[config.mk]
export PLATFORM = sky130hd
export DESIGN_NAME = slot_spi_cmd_rx
export DESIGN_NICKNAME = d
export VERILOG_FILES = /design/src/rtl/slot_pkg.sv /design/src/rtl/spi_sync_edge.sv /design/src/rtl/slot_spi_cmd_rx.sv
export SDC_FILE = /design/constraint.sdc
export NUM_CORES = 1
export LEC_CHECK = 0
export ABC_CLOCK_PERIOD_IN_PS = 8300
export CELL_PAD_IN_SITES_DETAIL_PLACEMENT = 1
export CELL_PAD_IN_SITES_GLOBAL_PLACEMENT = 1
export CORE_UTILIZATION = 35
export DETAILED_ROUTE_END_ITERATION = 7
export DONT_BUFFER_PORTS = 1
export PLACE_DENSITY_LB_ADDON = 0.1
export SLEW_MARGIN = 40
export SYNTH_ARGS = -nofsm -noshare
export SYNTH_HDL_FRONTEND = slang
export SYNTH_HIERARCHICAL = 1
export SYNTH_SLANG_ARGS = --single-unit
[constraint.sdc]
create_clock -name clk -period 8.3 [get_ports clk]
set_input_delay 0.83 -clock clk [delete_from_list [all_inputs] [get_ports clk]]
set_output_delay 0.83 -clock clk [all_outputs]
set_load 0.005 [all_outputs]
[src/rtl/slot_pkg.sv]
// Shared definitions for the slot machine SPI command receiver.
// Opcodes, frame-result codes, FSM states and status byte layout.
package slot_pkg;

    localparam logic [7:0] OP_SPIN   = 8'h01;
    localparam logic [7:0] OP_WIN    = 8'h02;
    localparam logic [7:0] OP_TOTAL  = 8'h03;
    localparam logic [7:0] OP_STATUS = 8'h04;

    localparam int MAX_BYTES = 10;

    localparam int STS_READY  = 7;
    localparam int STS_ERR_LO = 4;
    localparam int STS_CNT_LO = 0;

    typedef enum logic [1:0] {
        ERR_OK   = 2'd0,
        ERR_LEN  = 2'd1,
        ERR_CSUM = 2'd2,
        ERR_REJ  = 2'd3
    } err_t;

    typedef enum logic [1:0] {
        ST_IDLE,
        ST_RX,
        ST_EVAL
    } state_t;

    // Whole frame length in bytes; zero marks an unknown opcode.
    function automatic logic [3:0] frame_len(input logic [7:0] op,
                                             input int reels);
        case (op)
            OP_SPIN:          frame_len = 4'(reels + 2);
            OP_WIN, OP_TOTAL: frame_len = 4'd4;
            OP_STATUS:        frame_len = 4'd2;
            default:          frame_len = 4'd0;
        endcase
    endfunction

    function automatic logic [7:0] status_byte(input logic rdy,
                                               input err_t err,
                                               input logic [3:0] cnt);
        logic [7:0] s;
        s = '0;
        s[STS_READY] = rdy;
        s[STS_ERR_LO +: 2] = err;
        s[STS_CNT_LO +: 4] = cnt;
        return s;
    endfunction

endpackage

[src/rtl/spi_sync_edge.sv]
// Multi-flop synchronizer for one asynchronous SPI pin,
// with rise/fall pulses from comparing successive synced values.
module spi_sync_edge #(
    parameter int   STAGES  = 2,
    parameter logic RST_VAL = 1'b0
) (
    input  logic clk,
    input  logic reset_n,
    input  logic din,
    output logic level,
    output logic rise,
    output logic fall
);

    logic [STAGES-1:0] sync;
    logic              prev;

    always_ff @(posedge clk or negedge reset_n) begin
        if (!reset_n) begin
            sync <= {STAGES{RST_VAL}};
            prev <= RST_VAL;
        end else begin
            sync <= {sync[STAGES-2:0], din};
            prev <= sync[STAGES-1];
        end
    end

    assign level = sync[STAGES-1];
    assign rise  = level & ~prev;
    assign fall  = ~level & prev;

endmodule

[src/rtl/slot_spi_cmd_rx.sv]
// SPI command receiver for the slot machine, oversampled in clk domain.
// Frames are opcode, payload, XOR checksum; results drive reels/credits.
module slot_spi_cmd_rx
    import slot_pkg::*;
#(
    parameter int NUM_REELS   = 3,
    parameter int IDX_W       = 3,
    parameter int CREDIT_W    = 12,
    parameter int SYNC_STAGES = 2
) (
    input  logic                       clk,
    input  logic                       reset_n,
    input  logic                       sclk,
    input  logic                       cs,
    input  logic                       copi,
    output logic                       sdo,
    input  logic                       spin_done,
    output logic [NUM_REELS*IDX_W-1:0] reel_idx,
    output logic                       start_spin,
    output logic [CREDIT_W-1:0]        win_credits,
    output logic                       win_valid,
    output logic [CREDIT_W-1:0]        total_credits,
    output logic                       total_valid,
    output logic                       ready,
    output logic [1:0]                 err_code
);

    logic sclk_level_unused, sclk_rise, sclk_fall;
    logic cs_level, cs_rise, cs_fall;
    logic copi_level, copi_rise_unused, copi_fall_unused;

    spi_sync_edge #(.STAGES(SYNC_STAGES), .RST_VAL(1'b0)) u_sclk (
        .clk(clk), .reset_n(reset_n), .din(sclk),
        .level(sclk_level_unused), .rise(sclk_rise), .fall(sclk_fall)
    );

    spi_sync_edge #(.STAGES(SYNC_STAGES), .RST_VAL(1'b1)) u_cs (
        .clk(clk), .reset_n(reset_n), .din(cs),
        .level(cs_level), .rise(cs_rise), .fall(cs_fall)
    );

    spi_sync_edge #(.STAGES(SYNC_STAGES), .RST_VAL(1'b0)) u_copi (
        .clk(clk), .reset_n(reset_n), .din(copi),
        .level(copi_level), .rise(copi_rise_unused), .fall(copi_fall_unused)
    );

    state_t     state, state_nx;
    logic [2:0] bit_cnt;
    logic [3:0] byte_cnt;
    logic [7:0] shreg;
    logic [7:0] fbuf [MAX_BYTES];
    logic [7:0] sdo_sh;
    logic [3:0] frame_cnt;
    err_t       err_q;
    logic [3:0] exp_len;
    logic [7:0] csum;
    err_t       eval_err;

    always_ff @(posedge clk or negedge reset_n) begin
        if (!reset_n) state <= ST_IDLE;
        else          state <= state_nx;
    end

    // A cs pulse with nothing clocked in is not a frame at all.
    always_comb begin
        state_nx = state;
        unique case (state)
            ST_IDLE: if (cs_fall) state_nx = ST_RX;
            ST_RX: begin
                if (cs_rise)
                    state_nx = (byte_cnt == 4'd0 && bit_cnt == 3'd0)
                             ? ST_IDLE : ST_EVAL;
            end
            ST_EVAL: state_nx = ST_IDLE;
            default: state_nx = ST_IDLE;
        endcase
    end

    always_comb begin
        exp_len = frame_len(fbuf[0], NUM_REELS);
        csum    = '0;
        for (int i = 0; i < MAX_BYTES; i++)
            if (4'(i) < exp_len) csum = csum ^ fbuf[i];
        if (bit_cnt != 3'd0)                   eval_err = ERR_LEN;
        else if (exp_len == 4'd0)              eval_err = ERR_REJ;
        else if (byte_cnt != exp_len)          eval_err = ERR_LEN;
        else if (csum != 8'h00)                eval_err = ERR_CSUM;
        else if (fbuf[0] == OP_SPIN && !ready) eval_err = ERR_REJ;
        else                                   eval_err = ERR_OK;
    end

    always_ff @(posedge clk or negedge reset_n) begin
        if (!reset_n) begin
            bit_cnt       <= '0;
            byte_cnt      <= '0;
            shreg         <= '0;
            for (int i = 0; i < MAX_BYTES; i++) fbuf[i] <= '0;
            sdo_sh        <= '0;
            frame_cnt     <= '0;
            err_q         <= ERR_OK;
            reel_idx      <= '0;
            start_spin    <= 1'b0;
            win_credits   <= '0;
            win_valid     <= 1'b0;
            total_credits <= '0;
            total_valid   <= 1'b0;
            ready         <= 1'b1;
        end else begin
            start_spin  <= 1'b0;
            win_valid   <= 1'b0;
            total_valid <= 1'b0;

            if (state == ST_IDLE && cs_fall) begin
                bit_cnt  <= '0;
                byte_cnt <= '0;
            end

            if (state == ST_RX && sclk_rise) begin
                shreg   <= {shreg[6:0], copi_level};
                bit_cnt <= bit_cnt + 3'd1;
                if (bit_cnt == 3'd7) begin
                    if (byte_cnt < 4'(MAX_BYTES))
                        fbuf[byte_cnt] <= {shreg[6:0], copi_level};
                    if (byte_cnt != 4'hF)
                        byte_cnt <= byte_cnt + 4'd1;
                end
            end

            // A spin committed this cycle overrides a late spin_done.
            if (spin_done && !start_spin) ready <= 1'b1;

            if (state == ST_EVAL) begin
                err_q <= eval_err;
                if (eval_err == ERR_OK) begin
                    frame_cnt <= frame_cnt + 4'd1;
                    unique case (1'b1)
                        (fbuf[0] == OP_SPIN): begin
                            for (int i = 0; i < NUM_REELS; i++)
                                reel_idx[i*IDX_W +: IDX_W] <= IDX_W'(fbuf[i+1]);
                            start_spin <= 1'b1;
                            ready      <= 1'b0;
                        end
                        (fbuf[0] == OP_WIN): begin
                            win_credits <= CREDIT_W'({fbuf[1], fbuf[2]});
                            win_valid   <= 1'b1;
                        end
                        (fbuf[0] == OP_TOTAL): begin
                            total_credits <= CREDIT_W'({fbuf[1], fbuf[2]});
                            total_valid   <= 1'b1;
                        end
                        default: ;
                    endcase
                end
            end

            if (cs_fall)
                sdo_sh <= status_byte(ready, err_q, frame_cnt);
            else if (sclk_fall && !cs_level)
                sdo_sh <= {sdo_sh[6:0], 1'b0};
        end
    end

    assign sdo      = ~cs_level & sdo_sh[7];
    assign err_code = err_q;

endmodule

# After elaboration in Yosys (flattened, before gate mapping)

Index checks and enable logic that the tools add are counted.

$add $sub $neg: 3
Multiply operators: 0
Div/mod/pow operators: 0
Magnitude comparators: 13
Equality and inequality tests: 11
Shift operators: 0
Multiplexer cells: 44
Bitwise operators: 19
Reduce and logical (&&, ||, !) cells: 26

Operators with widths:

| cell                | count |
|---|---|
| $mux 8              | 13 |
| $bwmux 80           | 1 |
| $xor 8x8->8         | 9 |
| $demux 8 s4         | 1 |
| $eq 8x2->1 const B  | 2 |
| $lt 3x4->1 const A  | 4 |
| $mux 2              | 8 |
| $mux 4              | 4 |
| $mux 1              | 13 |
| $reduce_and 3->1    | 4 |
| $pmux 3 s3          | 1 |
| $add 4x1->4 const B | 2 |
| $eq 8x1->1 const B  | 1 |
| $eq 8x3->1 const B  | 1 |
| $logic_not 4->1     | 2 |
| $lt 1x4->1 const A  | 2 |
| $lt 2x4->1 const A  | 2 |
| $lt 4x4->1 const A  | 2 |
| $reduce_bool 8->1   | 1 |
| $logic_and 1x1->1   | 7 |
| $mux 3              | 2 |
| $and 1x1->1         | 5 |
| $ge 5x5->1 const B  | 1 |
| $lt 5x1->1 const B  | 1 |
| other kinds (18)    | 27 |

Register bits: 155
Latch bits: 0
Bits in writable memories: 0
Bits in read-only memories: 0
Output and inout bits: 40
Word-level logic and storage cells: 145
Memories: 0

# Depth between registers and ports, before layout

Gate-level depths: netlist of run 1.

Depth after elaboration: 31
Gate-level depth with buffers: 11
Depth with buffers taken out: 8

# Cells and area by module

Netlist of run 1, hierarchy kept.

Modules (own cells, without submodules):

| module                      | instances | cells each | area an instance (µm²) | sequential area each (µm²) |
|---|---|---|---|---|
| slot_spi_cmd_rx             | 1         | 414        | 5159.9                 | 2703.8 |
| spi_sync_edge at u_copi ... | 2         | 5          | 90.1                   | 75.1 |
| spi_sync_edge at u_cs       | 1         | 5          | 93.8                   | 78.8 |

# Worst setup path after synthesis of run 1

No wires, ideal clock.

Path type: reg2reg
Start point: register fbuf[64] in the netlist's numbering
End point: register total_credits[10]
Library setup time: 0.125 ns
Data arrival time: 2.841 ns
Data required time: 8.175 ns
Setup slack: 5.334 ns
Stages on the path, launching flop included: 10
Cells stage by stage: dfrtp_1 > xor3_1 > mux2_1 > o221a_1 > a31o_1 > nor3_4 > o211ai_4 > or4_4 > buf_6 > mux2_4

Longest elaborated chain between the ends: 25

Ends and longest elaborated chain:

| item                                | line                   | source |
|---|---|---|
| start: declaration                  | slot_spi_cmd_rx.sv:51  | `logic [7:0] fbuf [MAX_BYTES];` |
| start signal: indexed assignment    | slot_spi_cmd_rx.sv:123 | `fbuf[byte_cnt] <= {shreg[6:0], copi_level};` |
| $xor 8x8->8 *                       | slot_spi_cmd_rx.sv:83  | `if (4'(i) < exp_len) csum = csum ^ fbuf[i];` |
| $mux 8 *                            | slot_spi_cmd_rx.sv:83  |  |
| $xor 8x8->8                         | slot_spi_cmd_rx.sv:83  |  |
| $mux 8 *                            | slot_spi_cmd_rx.sv:83  |  |
| $xor 8x8->8                         | slot_spi_cmd_rx.sv:83  |  |
| $mux 8 *                            | slot_spi_cmd_rx.sv:83  |  |
| $xor 8x8->8                         | slot_spi_cmd_rx.sv:83  |  |
| $mux 8 *                            | slot_spi_cmd_rx.sv:83  |  |
| [... 9 more ...]                    | n/a                    |  |
| $mux 8 *                            | slot_spi_cmd_rx.sv:83  |  |
| $reduce_bool 8->1 *                 | slot_spi_cmd_rx.sv:87  | `else if (csum != 8'h00) eval_err = ERR_CSUM;` |
| $mux 2 *                            | slot_spi_cmd_rx.sv:87  |  |
| $mux 2 *                            | slot_spi_cmd_rx.sv:86  | `else if (byte_cnt != exp_len) eval_err = ERR_LEN;` |
| $mux 2 *                            | slot_spi_cmd_rx.sv:85  | `else if (exp_len == 4'd0) eval_err = ERR_REJ;` |
| $mux 2 *                            | slot_spi_cmd_rx.sv:84  | `if (bit_cnt != 3'd0) eval_err = ERR_LEN;` |
| $logic_not 2->1 *                   | slot_spi_cmd_rx.sv:134 | `if (eval_err == ERR_OK) begin` |
| $reduce_and 3->1 (no source line) * | n/a                    |  |
| end signal: assignment              | slot_spi_cmd_rx.sv:148 | `total_credits <= CREDIT_W'({fbuf[1], fbuf[2]});` |
| end: declaration                    | slot_spi_cmd_rx.sv:22  | `output logic [CREDIT_W-1:0] total_credits,` |

Every way passes the cells marked *; elsewhere a longest branch is shown, timed or not.
A chain may end at the register's enable or synchronous reset.

# Final worst setup path of run 1

Start point: register fbuf[72] in the netlist's numbering
End point: register win_credits[5]

Longest elaborated chain between the ends: 30

Ends and longest elaborated chain:

| item                                | line                                   | source |
|---|---|---|
| $eq 8x2->1 (on tied branches)       | slot_pkg.sv:32, slot_spi_cmd_rx.sv:143 |  |
| $reduce_or 2->1                     | slot_pkg.sv:32                         | `case (op)` |
| $pmux 3 s3                          | slot_pkg.sv:32                         |  |
| $lt 1x4->1                          | slot_spi_cmd_rx.sv:83                  |  |
| $mux 8                              | slot_spi_cmd_rx.sv:83                  |  |
| $xor 8x8->8                         | slot_spi_cmd_rx.sv:83                  |  |
| $mux 8                              | slot_spi_cmd_rx.sv:83                  |  |
| $xor 8x8->8                         | slot_spi_cmd_rx.sv:83                  |  |
| [... 14 more ...]                   | n/a                                    |  |
| $mux 8                              | slot_spi_cmd_rx.sv:83                  |  |
| $reduce_bool 8->1                   | slot_spi_cmd_rx.sv:87                  |  |
| $mux 2                              | slot_spi_cmd_rx.sv:87                  |  |
| $mux 2                              | slot_spi_cmd_rx.sv:86                  |  |
| $mux 2                              | slot_spi_cmd_rx.sv:85                  |  |
| $mux 2                              | slot_spi_cmd_rx.sv:84                  |  |
| $logic_not 2->1                     | slot_spi_cmd_rx.sv:134                 |  |
| $reduce_and 3->1 (no source line) * | n/a                                    |  |
| end signal: assignment              | slot_spi_cmd_rx.sv:144                 | `win_credits <= CREDIT_W'({fbuf[1], fbuf[2]});` |
| end: declaration                    | slot_spi_cmd_rx.sv:20                  | `output logic [CREDIT_W-1:0] win_credits,` |

Marks and branches as above.

==> results.md, run 1 <==
* Drt via density at 5.28
* Final GP Congestion at 0.812
* Post-CTS setup buffers at 0
* Syn-to-layout area delta at 14.7%
* CTS buffer count at 17
* Total leakage power at 2.85 nW
* Max Freq at 268 MHz
* Switch Pwr at 0.000385 W
* Number of port buffers at 0
* First-pass GRT wire length at 20,700 µm
* Slowest CP cell: dfrtp_1
* Worst-Skew Late Latency at 0.42 ns
* Worst Path Max Fanout at 16
* PwrDens at 252 mW/mm²
* Hold-fix buffers, CTS at 0
* Total number of vias at 3,324
* Yosys warning count at 6
* Util after Layout at 40.9%
* Synthesized cell area at 0.00539 mm²
* Worst EP required at 8.60 ns
* DR WL/cell at 19.6 µm
* Period utilization at 45.0%
* Critical path buffer and inverter count at 1
* Total Routing Usage GR at 17.3%
* Pre-Repair DR Iteration Count at 4
* Residual DRC count at 0
* Layout cells sized above 1 at 28.8%
* Root Driver: clkbuf_16
* Final Hold Viols at 0
* Final nets at 443
* Crit path kind: flip-flop to flip-flop
* Unrepaired setup endpoints after global routing: no
* Critical path arrival at 4.03 ns
* Final slew viol count at 0
* Reg area at 0.00291 mm²
* Net Sw Frac at 24.7%
* Clk pwr share at 48.9%
* Crit path time final at 3.73 ns
* Initial antenna violation count at 0
* Multi-input gate area at 0.00240 mm²
* Clock sink count at 116
* Worst setup SP type: flip-flop
* Comb power frac at 8.4%
* Std-Cell Rows at 45
* Number of diodes at 0
* Final worst setup slack at 4.57 ns
* Slowest Stage Delay on Critical Path at 0.70 ns
* Status: finished clean
* Final wirelength at 12,300 µm
* Cell count after synthesis at 426
* Worst Max-Slew Pin Slew at 0.744 ns
* Initial drt markers at 114
* Max clock buf depth at 2
* Dpl ws at 4.51 ns
* DP HPWL at 8090 µm
* Avg Inst Size Synth at 12.7 µm²
* Post_cts resized at 0
* Initial Utilization at 35.6%
* Height of the die at 126 µm
* Skew final at 0.00746 ns
* Congestion Overflow GR at 0
* Max-slew headroom at 50.3%
* Final Setup Violations at 0
* Worst path cell trace: nor3b_1 -> nand2_1 -> o221a_1 -> a31o_1 -> nor3_4 -> o211ai_4 -> nor4_4 -> buf_4 -> mux2_2
* Die ar. at 0.0159 mm²
* Width of the die at 126 µm
* Sum Neg Setup Slack at 0 ns
* Syn_nets at 440
* Worst hold path class: primary input to async pin
* Top Family by Delay on Critical Path: simple AND/OR/NAND/NOR gates
* Fillers at 1,594
* CTS tree: done
* CP Capture Type: flip-flop
* Tot Pwr at 0.00156 W
* Vias in the first global route at 3,685
* Sequential share of power at 42.7%
* Int Power at 0.00117 W
* Core ar. at 0.0151 mm²
* Max-cap violations at 0
* Final ANT Viol Nets at 0
* Largest net degree at the start of global routing at 117
* Ports at 46
* H-tree levels at 4
* Clock transition at path regs at 0.05 ns
* Worst VDD drop at 143 µV
==> path summary, 6_finish.rpt <==
| kind | from | to | slack, ns | depth (start not counted) |
|---|---|---|---|---|
| worst max-delay path | fbuf[72]$_DFFE_PN0P_ | win_credits[5]$_DFFE_PN0P_ | 4.57 | 9 |
| worst min-delay path | reset_n | sdo_sh[4]$_DFFE_PN0P_ | 0.11 | 0 |
| worst max register to register | fbuf[72]$_DFFE_PN0P_ | win_credits[5]$_DFFE_PN0P_ | 4.57 | 9 |
| worst min register to register | u_sclk/sync[0]$_DFF_PN0_ | u_sclk/sync[1]$_DFF_PN0_ | 0.35 | 0 |
| max in group asynchronous | reset_n | ready$_DFF_PN1_ | 8.00 | 0 |
| min in group clk | u_sclk/sync[0]$_DFF_PN0_ | u_sclk/sync[1]$_DFF_PN0_ | 0.35 | 0 |
==> through the flow <==
| stage | cells | hold slack, ns | cell area [µm²] |
|---|---|---|---|
| floorplan | 426 | 0.331 | 5390 |
| finish | 629 | 0.111 | 6190 |
| global placement | 597 | 0.338 | 5560 |
| CTS | 629 | 0.0873 | 6180 |
| detailed placement | 598 | 0.340 | 5580 |
| global route | 629 | 0.0878 | 6190 |
==> power groups by stage <==
stage | combinational (W) | clock [W] | sequential [W]
after floorplan | 0.000109 | 0 | 0.000649
after CTS | 0.000134 | 0.000781 | 0.000668
final | 0.000131 | 0.000762 | 0.000666
after global placement | 0.000127 | 0 | 0.000675
after detailed placement | 0.000133 | 0 | 0.000677
after global routing | 0.000148 | 0.000805 | 0.000678
==> layout by cell type (no fill, tap or decap), drive strengths merged, types with 10 or more instances in the layout <==
cell / instances
o21ai: 19
nand2: 25
nor2b: 14
mux2i: 10
mux2: 82
nor2: 15
dfrtp: 112
xnor2: 13
clkbuf: 21
==> per-layer routing <==
layer	GRT usage (%)	vias up	wire (µm)
li1	-	1528	-
met5	0	-	0
met1	23.1	1716	5900
met4	8.29	0	283
met3	4.55	23	482
met2	26.0	57	5680
==> state kept, by name (all words and copies together), names as in the netlist, 2 cells and up <==
name,count
u_copi/sync,2
bit_cnt,3
total_credits,12
frame_cnt,4
sdo_sh,8
shreg,7
err_code,2
reel_idx,9
fbuf,41
byte_cnt,4
state,2
win_credits,12
u_cs/sync,2
u_sclk/sync,2
==> final cells by class <==
cell class,count,area share [%]
repair buffers,1,0.121
clock buffers,21,7.28
flip-flops and latches,116,47.0
clock inverters,10,2.53
well taps,188,3.80
multi-input cells,284,38.7
inverters,9,0.546
(Power assumes the default switching activity.)
==> run 2: changes to the inputs <==
- ABC_CLOCK_PERIOD_IN_PS: 8300 -> 3020
- clock period: 8.3 -> 3.02 ns (I/O delays scaled with it)
==> run 2 against run 1 <==
Effect of this change:
- the run now ends with setup timing left
- count of clock-buffer cells in the layout increased by 1
- power increased to 2.7 times the previous value
- maximum frequency increased by 22%
- global-route usage increased by 0.41 points
- critical path depth unchanged
- combinational power increased to 3.6 times the previous value
- die area unchanged
- largest cell class unchanged
==> results.md, run 2 (synthesized netlist as in run 1, its figures left out) <==
* Worst VDD drop at 407 µV
* Max clock buf depth at 2
* Period utilization at 102%
* Final nets at 494
* First-pass GRT wire length at 21,100 µm
* PwrDens at 638 mW/mm²
* Final Setup Violations at 12
* Tot Pwr at 0.00421 W
* Unrepaired setup endpoints after global routing: yes
* CTS buffer count at 17
* Clock sink count at 116
* Failing checks: setup timing
* Number of flip-flops in the largest register at 41
* Largest reg by FF count: fbuf
* Max Freq at 326 MHz
* Layout cells sized above 1 at 35.7%
* Final GP Congestion at 0.790
* Final slew viol count at 0
* Sequential share of power at 43.3%
* Final worst setup slack at -0.0487 ns
* Most common cell after layout, fill and taps aside: dfrtp_1
* Worst Max-Slew Pin Slew at 0.679 ns
* Worst hold path class: primary input to flip-flop
* Final wirelength at 12,600 µm
* Int Power at 0.00312 W
* Total Routing Usage GR at 17.7%
* Residual DRC count at 0
* Crit path time final at 3.07 ns
* Switch Pwr at 0.00110 W
* Congestion Overflow GR at 0
* Net Sw Frac at 26.0%
* Dpl ws at -0.109 ns
* Ports at 46
* Max-slew headroom at 54.6%
* Core ar. at 0.0151 mm²
* Drt via density at 5.17
* Util after Layout at 43.6%
* H-tree levels at 4
* DP HPWL at 8460 µm
* Final Hold Viols at 0
* Number of diodes at 0
* Std-Cell Rows at 45
* Vias in the first global route at 3,812
* Sum Neg Setup Slack at -0.402 ns
* Clk pwr share at 45.5%
* Worst EP required at 3.32 ns
* Total leakage power at 3.10 nW
* Initial Utilization at 35.6%
* Fillers at 1,575
* Top flop regs: fbuf x41, total_credits x12, win_credits x12
* Comb power frac at 11.3%
* Crit path kind: flip-flop to flip-flop
* Initial antenna violation count at 0
* Worst Path Max Fanout at 10
* DR WL/cell at 18.5 µm
* Height of the die at 126 µm
* Die ar. at 0.0159 mm²
* Critical path arrival at 3.37 ns
* CTS tree: done
* Syn-to-layout area delta at 22.4%
* Number of port buffers at 0
* Largest net degree at the start of global routing at 117
* Highest-count cells in the layout ignoring fill and taps: dfrtp_1, mux2_2, buf_4, nand2_1, o21ai_0
* Total number of vias at 3,520
* Root Driver: clkbuf_16
* Skew final at 0.00651 ns
* Clock transition at path regs at 0.05 ns
* Initial drt markers at 160
* Worst-Skew Late Latency at 0.42 ns
* Max-cap violations at 0
* Worst setup SP type: flip-flop
* Status: finished with violations
* CP Capture Type: flip-flop
* Width of the die at 126 µm
* Pre-Repair DR Iteration Count at 4
* Final ANT Viol Nets at 0
run 2: changes by cell type in the layout (fill, tap and decap cells not counted), moves of 2 or more:
| cell | before | now |
|---|---|---|
| buf_12 | 0 | 3 |
| buf_4 | 1 | 43 |
| bufinv_16 | 4 | 2 |
| clkinvlp_4 | 1 | 3 |
| dlygate4sd3_1 | 0 | 4 |
run 2: through the flow:
step           std cells  hold slack, ns  cell area [µm²]
2_1_floorplan        426         0.00641             5390
3_3_place_gp         638          0.0111             5880
3_5_place_dp         638          0.0110             5890
4_1_cts              679          0.0679             6590
5_1_grt              681          0.0928             6600
6_report             681          0.0807             6600
run 2: what timing repair did:
item / in CTS / in global routing
endpoints found under the setup margin: 33 / 25
hold endpoints to repair: 119 / 0
hold buffers: 5 / 0
pin swaps: 3 / 0
buffers inserted: 4 / 2
gates resized for setup: 3 / 1
run 2: power by group through the flow:
stage | logic [W] | registers, W | clock network [W]
floorplan | 0.000300 | 0.00178 | 0
detailed placement | 0.000433 | 0.00185 | 0
CTS | 0.000478 | 0.00182 | 0.00198
finish | 0.000474 | 0.00182 | 0.00192
global placement | 0.000418 | 0.00184 | 0
global route | 0.000525 | 0.00185 | 0.00205
run 2: layer usage:
layer | wire length [µm] | vias to the layer above | track usage (%)
li1 | - | 1627 | -
met1 | 6240 | 1825 | 24.1
met2 | 5780 | 53 | 26.5
met3 | 353 | 15 | 4.33
met4 | 195 | 0 | 7.94
met5 | 0 | - | 0
run 2: layout make-up:
type | count | area [µm²] | share of cell area (%)
flip-flops and latches | 116 | 2910 | 44.1
clock inverters | 10 | 108 | 1.63
multi-input cells | 284 | 2400 | 36.4
well taps | 188 | 235 | 3.56
inverters | 9 | 33.8 | 0.512
clock buffers | 22 | 454 | 6.88
repair buffers | 52 | 462 | 6.99
run 2: worst max-delay path, cell delays in order (launching register included):
cell	delay, ns
dfrtp_1	0.38
xor3_1	0.44
mux2_4	0.31
o221a_1	0.24
a31o_1	0.22
nor3_4	0.18
o211ai_4	0.11
or4_4	0.58
buf_12	0.18
mux2_4	0.29
run 2: worst paths after layout:
kind                            slack [ns]                startpoint  cells past startpoint                           end
worst max-delay path                 -0.05      fbuf[64]$_DFFE_PN0P_                      9  total_credits[4]$_DFFE_PN0P_
worst min-delay path                  0.08                 spin_done                      2               ready$_DFF_PN1_
worst max register to register       -0.05      fbuf[64]$_DFFE_PN0P_                      9  total_credits[4]$_DFFE_PN0P_
worst min register to register        0.35  u_sclk/sync[0]$_DFF_PN0_                      0      u_sclk/sync[1]$_DFF_PN0_
max in group asynchronous             2.02                   reset_n                      2          fbuf[70]$_DFFE_PN0P_
min in group asynchronous             0.48                   reset_n                      2         sdo_sh[2]$_DFFE_PN0P_
